### config.mk
export PLATFORM = sky130hd
export DESIGN_NAME = alu_issue
export DESIGN_NICKNAME = d
export VERILOG_FILES = /design/src/rtl/alu_issue.sv
export SDC_FILE = /design/constraint.sdc
export NUM_CORES = 1
export LEC_CHECK = 0
export BUFFER_PORTS_ARGS = -buffer_cell sky130_fd_sc_hd__buf_2
export CELL_PAD_IN_SITES_DETAIL_PLACEMENT = 1
export CELL_PAD_IN_SITES_GLOBAL_PLACEMENT = 1
export CORE_ASPECT_RATIO = 1.4
export CORE_UTILIZATION = 44
export CTS_CLUSTER_SIZE = 24
export DETAILED_ROUTE_END_ITERATION = 8
export GPL_ROUTABILITY_DRIVEN = 0
export GPL_TIMING_DRIVEN = 0
export PLACE_DENSITY = 0.88
export SLEW_MARGIN = 20
export SYNTH_ARGS = -nofsm -noshare
export SYNTH_HDL_FRONTEND = slang
export SYNTH_SLANG_ARGS = --single-unit
### constraint.sdc
create_clock -name clk -period 3.7 [get_ports clk]
set_input_delay 0.555 -clock clk [delete_from_list [all_inputs] [get_ports clk]]
set_output_delay 0.555 -clock clk [all_outputs]
set_load 0.02 [all_outputs]
### src/rtl/alu_issue.sv
// Decode/issue stage in front of the ALU: decodes instruction + register operands
// into ALU controls and presents them through a 2-entry (output + skid) registered buffer.
module alu_issue #(
    parameter int unsigned DATA_W = 32,
    parameter int unsigned CNT_W  = 16
) (
    input  logic              clk,
    input  logic              rstn,
    input  logic              in_valid,
    output logic              in_ready,
    input  logic [31:0]       instr,
    input  logic [DATA_W-1:0] ra_data,
    input  logic [DATA_W-1:0] rb_data,
    output logic              out_valid,
    input  logic              out_ready,
    output logic [2:0]        alu_op,
    output logic [DATA_W-1:0] alu_in1,
    output logic [DATA_W-1:0] alu_in2,
    output logic [4:0]        alu_shift,
    output logic [4:0]        out_rd,
    output logic              illegal,
    output logic [CNT_W-1:0]  issue_count
);

    localparam int unsigned OP_W   = 3;
    localparam int unsigned SH_W   = 5;
    localparam int unsigned RD_W   = 5;
    localparam int unsigned IMM_W  = 16;
    localparam int unsigned OPC_W  = 6;

    localparam logic [OP_W-1:0] ALU_ADD = 3'd0;
    localparam logic [OP_W-1:0] ALU_SUB = 3'd1;
    localparam logic [OP_W-1:0] ALU_AND = 3'd2;
    localparam logic [OP_W-1:0] ALU_OR  = 3'd3;
    localparam logic [OP_W-1:0] ALU_SLW = 3'd4;
    localparam logic [OP_W-1:0] ALU_SRW = 3'd5;
    localparam logic [OP_W-1:0] ALU_ID  = 3'd6;

    localparam logic [OPC_W-1:0] OPC_ADD  = 6'h00;
    localparam logic [OPC_W-1:0] OPC_SUB  = 6'h01;
    localparam logic [OPC_W-1:0] OPC_AND  = 6'h02;
    localparam logic [OPC_W-1:0] OPC_OR   = 6'h03;
    localparam logic [OPC_W-1:0] OPC_SLW  = 6'h04;
    localparam logic [OPC_W-1:0] OPC_SRW  = 6'h05;
    localparam logic [OPC_W-1:0] OPC_ADDI = 6'h08;
    localparam logic [OPC_W-1:0] OPC_LI   = 6'h09;

    typedef struct packed {
        logic [OP_W-1:0]   op;
        logic [DATA_W-1:0] in1;
        logic [DATA_W-1:0] in2;
        logic [SH_W-1:0]   shift;
        logic [RD_W-1:0]   rd;
    } issue_t;

    logic [OPC_W-1:0]  opcode;
    logic [IMM_W-1:0]  imm16;
    logic [DATA_W-1:0] imm_sx;
    logic              unused_reg_fields;

    issue_t dec;
    logic   dec_legal;

    issue_t or_q, or_d, sr_q, sr_d;
    logic   or_valid, or_valid_d;
    logic   sr_full, sr_full_d;
    logic   in_ready_q;
    logic   illegal_q;
    logic [CNT_W-1:0] count_q;

    logic accept, push, fire_out;

    assign opcode = instr[31:26];
    assign imm16  = instr[15:0];
    assign imm_sx = {{(DATA_W-IMM_W){imm16[IMM_W-1]}}, imm16};
    // Source register indices are consumed by the register file, not here.
    assign unused_reg_fields = ^instr[20:16];

    // Instruction decode into ALU controls.
    always_comb begin
        dec       = '0;
        dec.rd    = instr[25:21];
        dec_legal = 1'b1;
        case (opcode)
            OPC_ADD:  begin dec.op = ALU_ADD; dec.in1 = ra_data; dec.in2 = rb_data; end
            OPC_SUB:  begin dec.op = ALU_SUB; dec.in1 = rb_data; dec.in2 = ra_data; end
            OPC_AND:  begin dec.op = ALU_AND; dec.in1 = ra_data; dec.in2 = rb_data; end
            OPC_OR:   begin dec.op = ALU_OR;  dec.in1 = ra_data; dec.in2 = rb_data; end
            OPC_SLW:  begin dec.op = ALU_SLW; dec.in1 = ra_data; dec.shift = instr[4:0]; end
            OPC_SRW:  begin dec.op = ALU_SRW; dec.in1 = ra_data; dec.shift = instr[4:0]; end
            OPC_ADDI: begin dec.op = ALU_ADD; dec.in1 = ra_data; dec.in2 = imm_sx; end
            OPC_LI:   begin dec.op = ALU_ID;  dec.in2 = imm_sx; end
            default:  dec_legal = 1'b0;
        endcase
    end

    assign accept   = in_valid & in_ready_q;
    assign push     = accept & dec_legal;
    assign fire_out = or_valid & out_ready;

    // Output/skid buffer steering; in_ready is low whenever the skid entry is full.
    always_comb begin
        or_d       = or_q;
        sr_d       = sr_q;
        or_valid_d = or_valid;
        sr_full_d  = sr_full;
        if (fire_out) begin
            if (sr_full) begin
                or_d      = sr_q;
                sr_full_d = 1'b0;
            end else if (push) begin
                or_d = dec;
            end else begin
                or_valid_d = 1'b0;
            end
        end else if (push) begin
            if (!or_valid) begin
                or_d       = dec;
                or_valid_d = 1'b1;
            end else begin
                sr_d      = dec;
                sr_full_d = 1'b1;
            end
        end
    end

    always_ff @(posedge clk) begin
        if (!rstn) begin
            or_q       <= '0;
            sr_q       <= '0;
            or_valid   <= 1'b0;
            sr_full    <= 1'b0;
            in_ready_q <= 1'b0;
            illegal_q  <= 1'b0;
            count_q    <= '0;
        end else begin
            or_q       <= or_d;
            sr_q       <= sr_d;
            or_valid   <= or_valid_d;
            sr_full    <= sr_full_d;
            in_ready_q <= ~sr_full_d;
            illegal_q  <= illegal_q | (accept & ~dec_legal);
            count_q    <= count_q + CNT_W'(fire_out);
        end
    end

    assign in_ready    = in_ready_q;
    assign out_valid   = or_valid;
    assign alu_op      = or_q.op;
    assign alu_in1     = or_q.in1;
    assign alu_in2     = or_q.in2;
    assign alu_shift   = or_q.shift;
    assign out_rd      = or_q.rd;
    assign illegal     = illegal_q;
    assign issue_count = count_q;

endmodule

# After elaboration in Yosys (flattened, before gate mapping)
# Cells that the tools add are included.
# Widths: inputs -> output; s select.
[classes] n_addsub=1 reduce_logical=11 bitwise=8 eq_ne=10 n_mux=17
[op_table] op="$mux 77" count=5
[op_table] op="$pmux 32 s3" count=1
[op_table] op="$pmux 32 s2" count=1
[op_table] op="$pmux 3 s6" count=1
[op_table] op="$add 16x1->16" count=1
[op_table] op="$eq 6x2->1 const B" count=2
[op_table] op="$eq 6x3->1 const B" count=2
[op_table] op="$eq 6x4->1 const B" count=2
[op_table] op="$reduce_and 3->1" count=3
[op_table] op="$mux 1" count=8
[op_table] op="$reduce_or 8->1" count=1
[op_table] op="$eq 6x1->1 const B" count=1
[op_table] op="$logic_not 6->1" count=1
[op_table] op="$reduce_or 6->1" count=1
[op_table] op="$mux 5" count=1
[op_table] op="$and 1x1->1" count=4
[op_table] op="$ne 2x2->1 const B" count=2
[op_table] op="$reduce_bool 2->1" count=2
[op_table] op="$reduce_or 2->1" count=2
[op_table] op="$not 1->1" count=3
[op_table] op="$reduce_or 3->1" count=1
[op_table] op="$ne 2x1->1 const B" count=1
[op_table] op="$or 1x1->1" count=1
[word_totals] regBits=174 wordCells=62 out_inout_bits=96 in_bits=100

# Depth between registers and ports, before layout
[depth] word_depth=7 depth_mapped=8 mapped_depth_nobuf=7

# Worst setup path before layout
# Ideal clock, no wire load.
[synth_path] path_kind="input to register" from="input instr[29]" to="register sr_q[52] (netlist name)" path_buffers=3 cell_stages=7 slack_ps=1583 arrival_ps=1994 path_cell_list="buf_2 -> maj3_4 -> or3_1 -> buf_2 -> buf_6 -> a221oi_1 -> nor2_1"
[synth_between] elab_chain_len=5 elab_cells_between_ends=14 classes_between="7 x eq/ne; 2 x mux; 1 x bitwise; 4 x reduce/logical"
[synth_rtl] item="start: declaration" line="11" text="input logic [31:0] instr,"
[synth_rtl] item="$eq 6x4->1 (tied with other cells)" line="84" text="case (opcode)"
[synth_rtl] item="$reduce_or 8->1 (no source line)"
[synth_rtl] item="$mux 1" line="84"
[synth_rtl] item="$and 1x1->1" line="98" text="assign push = accept & dec_legal;"
[synth_rtl] item="$reduce_and 3->1 (no source line)"
[synth_rtl] item="end signal: assignment" line="138" text="sr_q <= sr_d;"
[synth_rtl] item="end: declaration" line="64" text="issue_t or_q, or_d, sr_q, sr_d;"
# Parallel ways exist; a longest one is shown, timed or not.
# A chain may end at the register's enable or synchronous reset.

# Worst setup path after layout
[layout_path] from="register sr_full" to="register or_q (netlist bit alu_in2[22])"
[layout_between] elab_chain_len=2 elab_cells_between_ends=4 classes_between="2 x mux; 2 x reduce/logical"
[layout_rtl] item="start: declaration" line="66" text="logic sr_full, sr_full_d;"
[layout_rtl] item="start signal: assignment" line="140" text="sr_full <= sr_full_d;"
[layout_rtl] item="$reduce_bool 2->1 (no source line) or $mux 77 (tied branches)"
[layout_rtl] item="$reduce_and 3->1 (no source line) or $mux 77 (tied branches)"
[layout_rtl] item="end signal: assignment" line="137" text="or_q <= or_d;"
[layout_rtl] item="end: declaration" line="64"
# Parallel ways exist; a longest one is shown, timed or not.

==> metrics.log <==
INFO  metric cts_repair_resizes = 0
INFO  metric share_of_power_burned_in_the_clock_network = 47.1%
INFO  metric floorplan.initialDensity = 44.8%
INFO  metric grt_pass1_wl = 48800 um
INFO  metric core.rowCount = 60
INFO  metric worstMarginPinSlew = 806 ps
INFO  metric critical_path_fanout_max = 10
INFO  metric grt_antenna_before_repair = 0
INFO  metric switching_power = 1.04 mW
INFO  metric finalSetupViolations = 0
INFO  metric grt_peak_use_layer = met2
INFO  metric worst_path_most_repeated_cell = sky130_fd_sc_hd__clkbuf_1
INFO  metric wl = 32100 um
INFO  metric power.sequential.fraction = 44.6%
INFO  metric tns = 0 ps
INFO  metric timing.setup.critical_path_class = reg -> reg
INFO  metric tritoncts_num_sinks = 174
INFO  metric final_nets = 1214
INFO  metric drt-wirelength-per-cell = 23.4 um
INFO  metric n_antenna_cell = 0
INFO  metric max_slew_margin = 46.3%
INFO  metric drtPass1Iterations = 7
INFO  metric top_ports = 196
INFO  metric whs_path_depth = 3
INFO  metric crit_slowest_cell = sky130_fd_sc_hd__a31oi_1
INFO  metric postSynth.topFlopCell = sky130_fd_sc_hd__dfxtp_1
INFO  metric syn-num-nets = 1008
INFO  metric period_needed = 2390 ps
INFO  metric hp-class = in -> reg
INFO  metric synthDistinctLibCells = 49
INFO  metric grt_overflow_total = 0
INFO  metric worstPathBufferInverterCount = 2
INFO  metric critPathMaxStageDelay = 580 ps
INFO  metric floorplan.die_area = 0.0201 sq mm
INFO  metric cts_made_buffers = 17
INFO  metric worstReg2RegEnd = alu_in2[22]
INFO  metric cell_internal_pwr = 3.18 mW
INFO  metric worst-r2r-setup-slack = 1310 ps
INFO  metric vias_per_cell = 6.36
INFO  metric vias = 8728
INFO  metric hold_viol = 0
INFO  metric syn_avg_cell_area = 9.47 sq um
INFO  metric register_clock_pin_slew_on_the_reported_worst_setup_and_hold_paths = 70 ps
INFO  metric fp.dieW = 120 um
INFO  metric grt_start_max_net_pins = 17
INFO  metric hold_buffers = 0
INFO  metric cap_violations = 0
INFO  metric cts_buffer_depth = 2
INFO  metric drt_iter0_markers = 579
INFO  metric share_comb_of_total_power = 8.3%
INFO  metric via_count_of_the_first_global_routing_pass = 9125
INFO  metric insertion_delay = 440 ps
INFO  metric tritoncts = built
INFO  metric drc = 0
INFO  metric switching_share = 24.6%
INFO  metric gr-usage-met3 = 5.07%
INFO  metric critical_path.top_delay_family = compound AO/OA/AOI/OAI gates
INFO  metric drive_gt1_share = 32.2%
INFO  metric cts_root_buffer = sky130_fd_sc_hd__clkbuf_16
INFO  metric worst_ep_required_time = 4030 ps
INFO  metric die_height = 167 um
INFO  metric htree_num_levels = 4
INFO  metric synth_seq_area_share = 40.6%
INFO  metric globalRouteTotalUtil = 31.4%
INFO  metric post-cts-setup-buffers = 0
INFO  metric whs_endpoint = sr_q[2]
INFO  metric critPathLaunchType = register
INFO  metric syn-cell-area = 0.00858 sq mm
INFO  metric final.period_utilization = 64.7%
INFO  metric detailed_place_hpwl = 22700 um
INFO  metric critical_path.cell_chain = and3_1, clkbuf_1, a31oi_1, clkbuf_1, o21ai_0, a32o_1
INFO  metric netlist_instances = 906
INFO  metric core = 0.0191 sq mm
INFO  metric run_status = finished clean
INFO  metric max-vdd-ir-drop = 355 uV
INFO  metric min_from = instr[23]
INFO  metric rsz0062_at_grt = false
INFO  metric globalRouteMet1Util = 33.7%
INFO  metric endpoint_kind = register
INFO  metric final.setup.worst_slack = 1310 ps
INFO  metric powerDensity = 403 mW/mm^2
INFO  metric max_clock_freq = 418 MHz
INFO  metric final.setup_skew = 13.8 ps
INFO  metric synth-edff-count = 0
INFO  metric placement.setup.worst_slack = 1020 ps
INFO  metric ys.warnings.count = 0
INFO  metric fillerInstances = 2273
INFO  metric syn_to_final_growth = 21.9%
INFO  metric route.antenna.remaining_nets = 0
INFO  metric critical_path_cell_count = 6
INFO  metric yosys_register_bits = 174
INFO  metric fin_worst_hold_slack = 373 ps
INFO  metric grt.met2_usage = 56.7%
INFO  metric number_of_buffers_added_on_ports = 187
INFO  metric worstReg2RegStart = sr_full
INFO  metric reg2regPathDepth = 6
INFO  metric data_arrival_time_of_the_critical_path = 2720 ps
INFO  metric pleak = 4.56 nW
INFO  metric slew_viol_final = 0
INFO  metric asyncSetResetFlopFracSynth = 0%
synthesized netlist by cell type, types with 19 or more instances:
cell                       number  share of area (%)
sky130_fd_sc_hd__nor3_1        22                1.3
sky130_fd_sc_hd__dfxtp_1      174                 41
sky130_fd_sc_hd__inv_1         49                2.1
sky130_fd_sc_hd__a221oi_1      54                5.5
sky130_fd_sc_hd__o21ai_0       47                2.7
sky130_fd_sc_hd__clkbuf_1      42                1.8
sky130_fd_sc_hd__mux2i_1       26                3.0
sky130_fd_sc_hd__a21oi_1       30                1.8
sky130_fd_sc_hd__nand3_1       19                1.1
sky130_fd_sc_hd__nor2_1       126                5.5
sky130_fd_sc_hd__o32ai_2       33                6.3
sky130_fd_sc_hd__nand2_1       39                1.7
sky130_fd_sc_hd__buf_2         33                1.9
sky130_fd_sc_hd__a221oi_2      40                7.0
worst reg2reg max path, delay by kind of cell (launching register included):
kind | cells | cell delay [ps]
flip-flops | 1 | 330
AND/OR/NAND/NOR | 1 | 210
buffers and inverters | 2 | 650
AO/OA/AOI/OAI | 3 | 1090
layout by cell type, fill, tap and decap left out, drive strengths merged, types with 3 or more instances in the layout:
cell type,instances
a211oi,5
a21o,18
a21oi,30
a221oi,94
a22o,16
a311oi,8
a32o,17
and2,7
and4,3
buf,238
bufinv,4
clkbuf,65
clkinv,3
dfxtp,174
inv,50
mux2i,26
nand2,39
nand2b,7
nand3,19
nand4,6
nor2,127
nor3,24
o21ai,48
o221a,17
o32ai,47
or3,4
xnor2,3
xor2,8
per-stage QoR:
stage	util, %	instances	power (mW)	cell area [sq um]
5_1_grt	54.6	1372	4.31	10500
4_1_cts	54.6	1372	4.21	10500
2_1_floorplan	-	906	2.10	8580
3_5_place_dp	51.3	1341	2.26	9820
3_3_place_gp	51.3	1341	2.25	9820
6_report	54.6	1372	4.22	10500
area by class of cell:
type / count / area [sq um] / share of cell area, %
buffer: 93 / 480 / 4.59
clock buffer: 23 / 478 / 4.57
clock inverter: 8 / 154 / 1.47
inverter: 50 / 188 / 1.79
multi-input combinational: 589 / 4430 / 42.3
sequential: 174 / 3480 / 33.3
tap: 248 / 310 / 2.97
timing repair buffer: 187 / 936 / 8.95
flip-flops by register name, summed over array words and instances, names as in the netlist:
signal and flops:
issue_count 16, alu_in1 32, out_rd 5, alu_in2 32, sr_full 1, illegal 1
out_valid 1, sr_q 77, alu_op 3, alu_shift 5, in_ready 1
layer usage:
metal  vias up  wire length (um)
met3       125              1840
met1      4355             11800
li1       3834                 -
met5         -                 0
met2       414             16700
met4         0              1710
kinds of logic (layout without fill, tap and decap cells):
logic type	after synthesis	in the layout	share of synthesized area [%]
flip-flops	174	174	40.6
multiplexers	26	26	3.03
AND/OR/NAND/NOR	246	246	13.2
buffers and inverters	143	361	7.79
XOR/XNOR	11	11	1.12
adder cells (fa/ha/maj)	3	3	0.452
AO/OA/AOI/OAI	303	303	33.8
power groups by stage:
stage | Combinational (mW) | Clock (mW) | Sequential, mW
CTS | 0.342 | 1.98 | 1.88
floorplan | 0.163 | 0 | 1.93
global route | 0.363 | 2.06 | 1.88
global placement | 0.329 | 0 | 1.93
finish | 0.351 | 1.98 | 1.88
detailed placement | 0.336 | 0 | 1.93
how the worst max path moves through the flow:
stage	start	slack, ps	endpoint
after global placement	out_ready	1080	alu_in2[22]
after floorplan	instr[29]	1580	sr_q[52]
final	sr_full	1310	alu_in2[22]
after global routing	sr_full	1230	alu_in2[22]
after detailed placement	out_ready	1020	alu_in2[22]
after CTS	sr_full	1350	alu_in2[22]
Note: power is estimated with default switching activity, not from simulation.
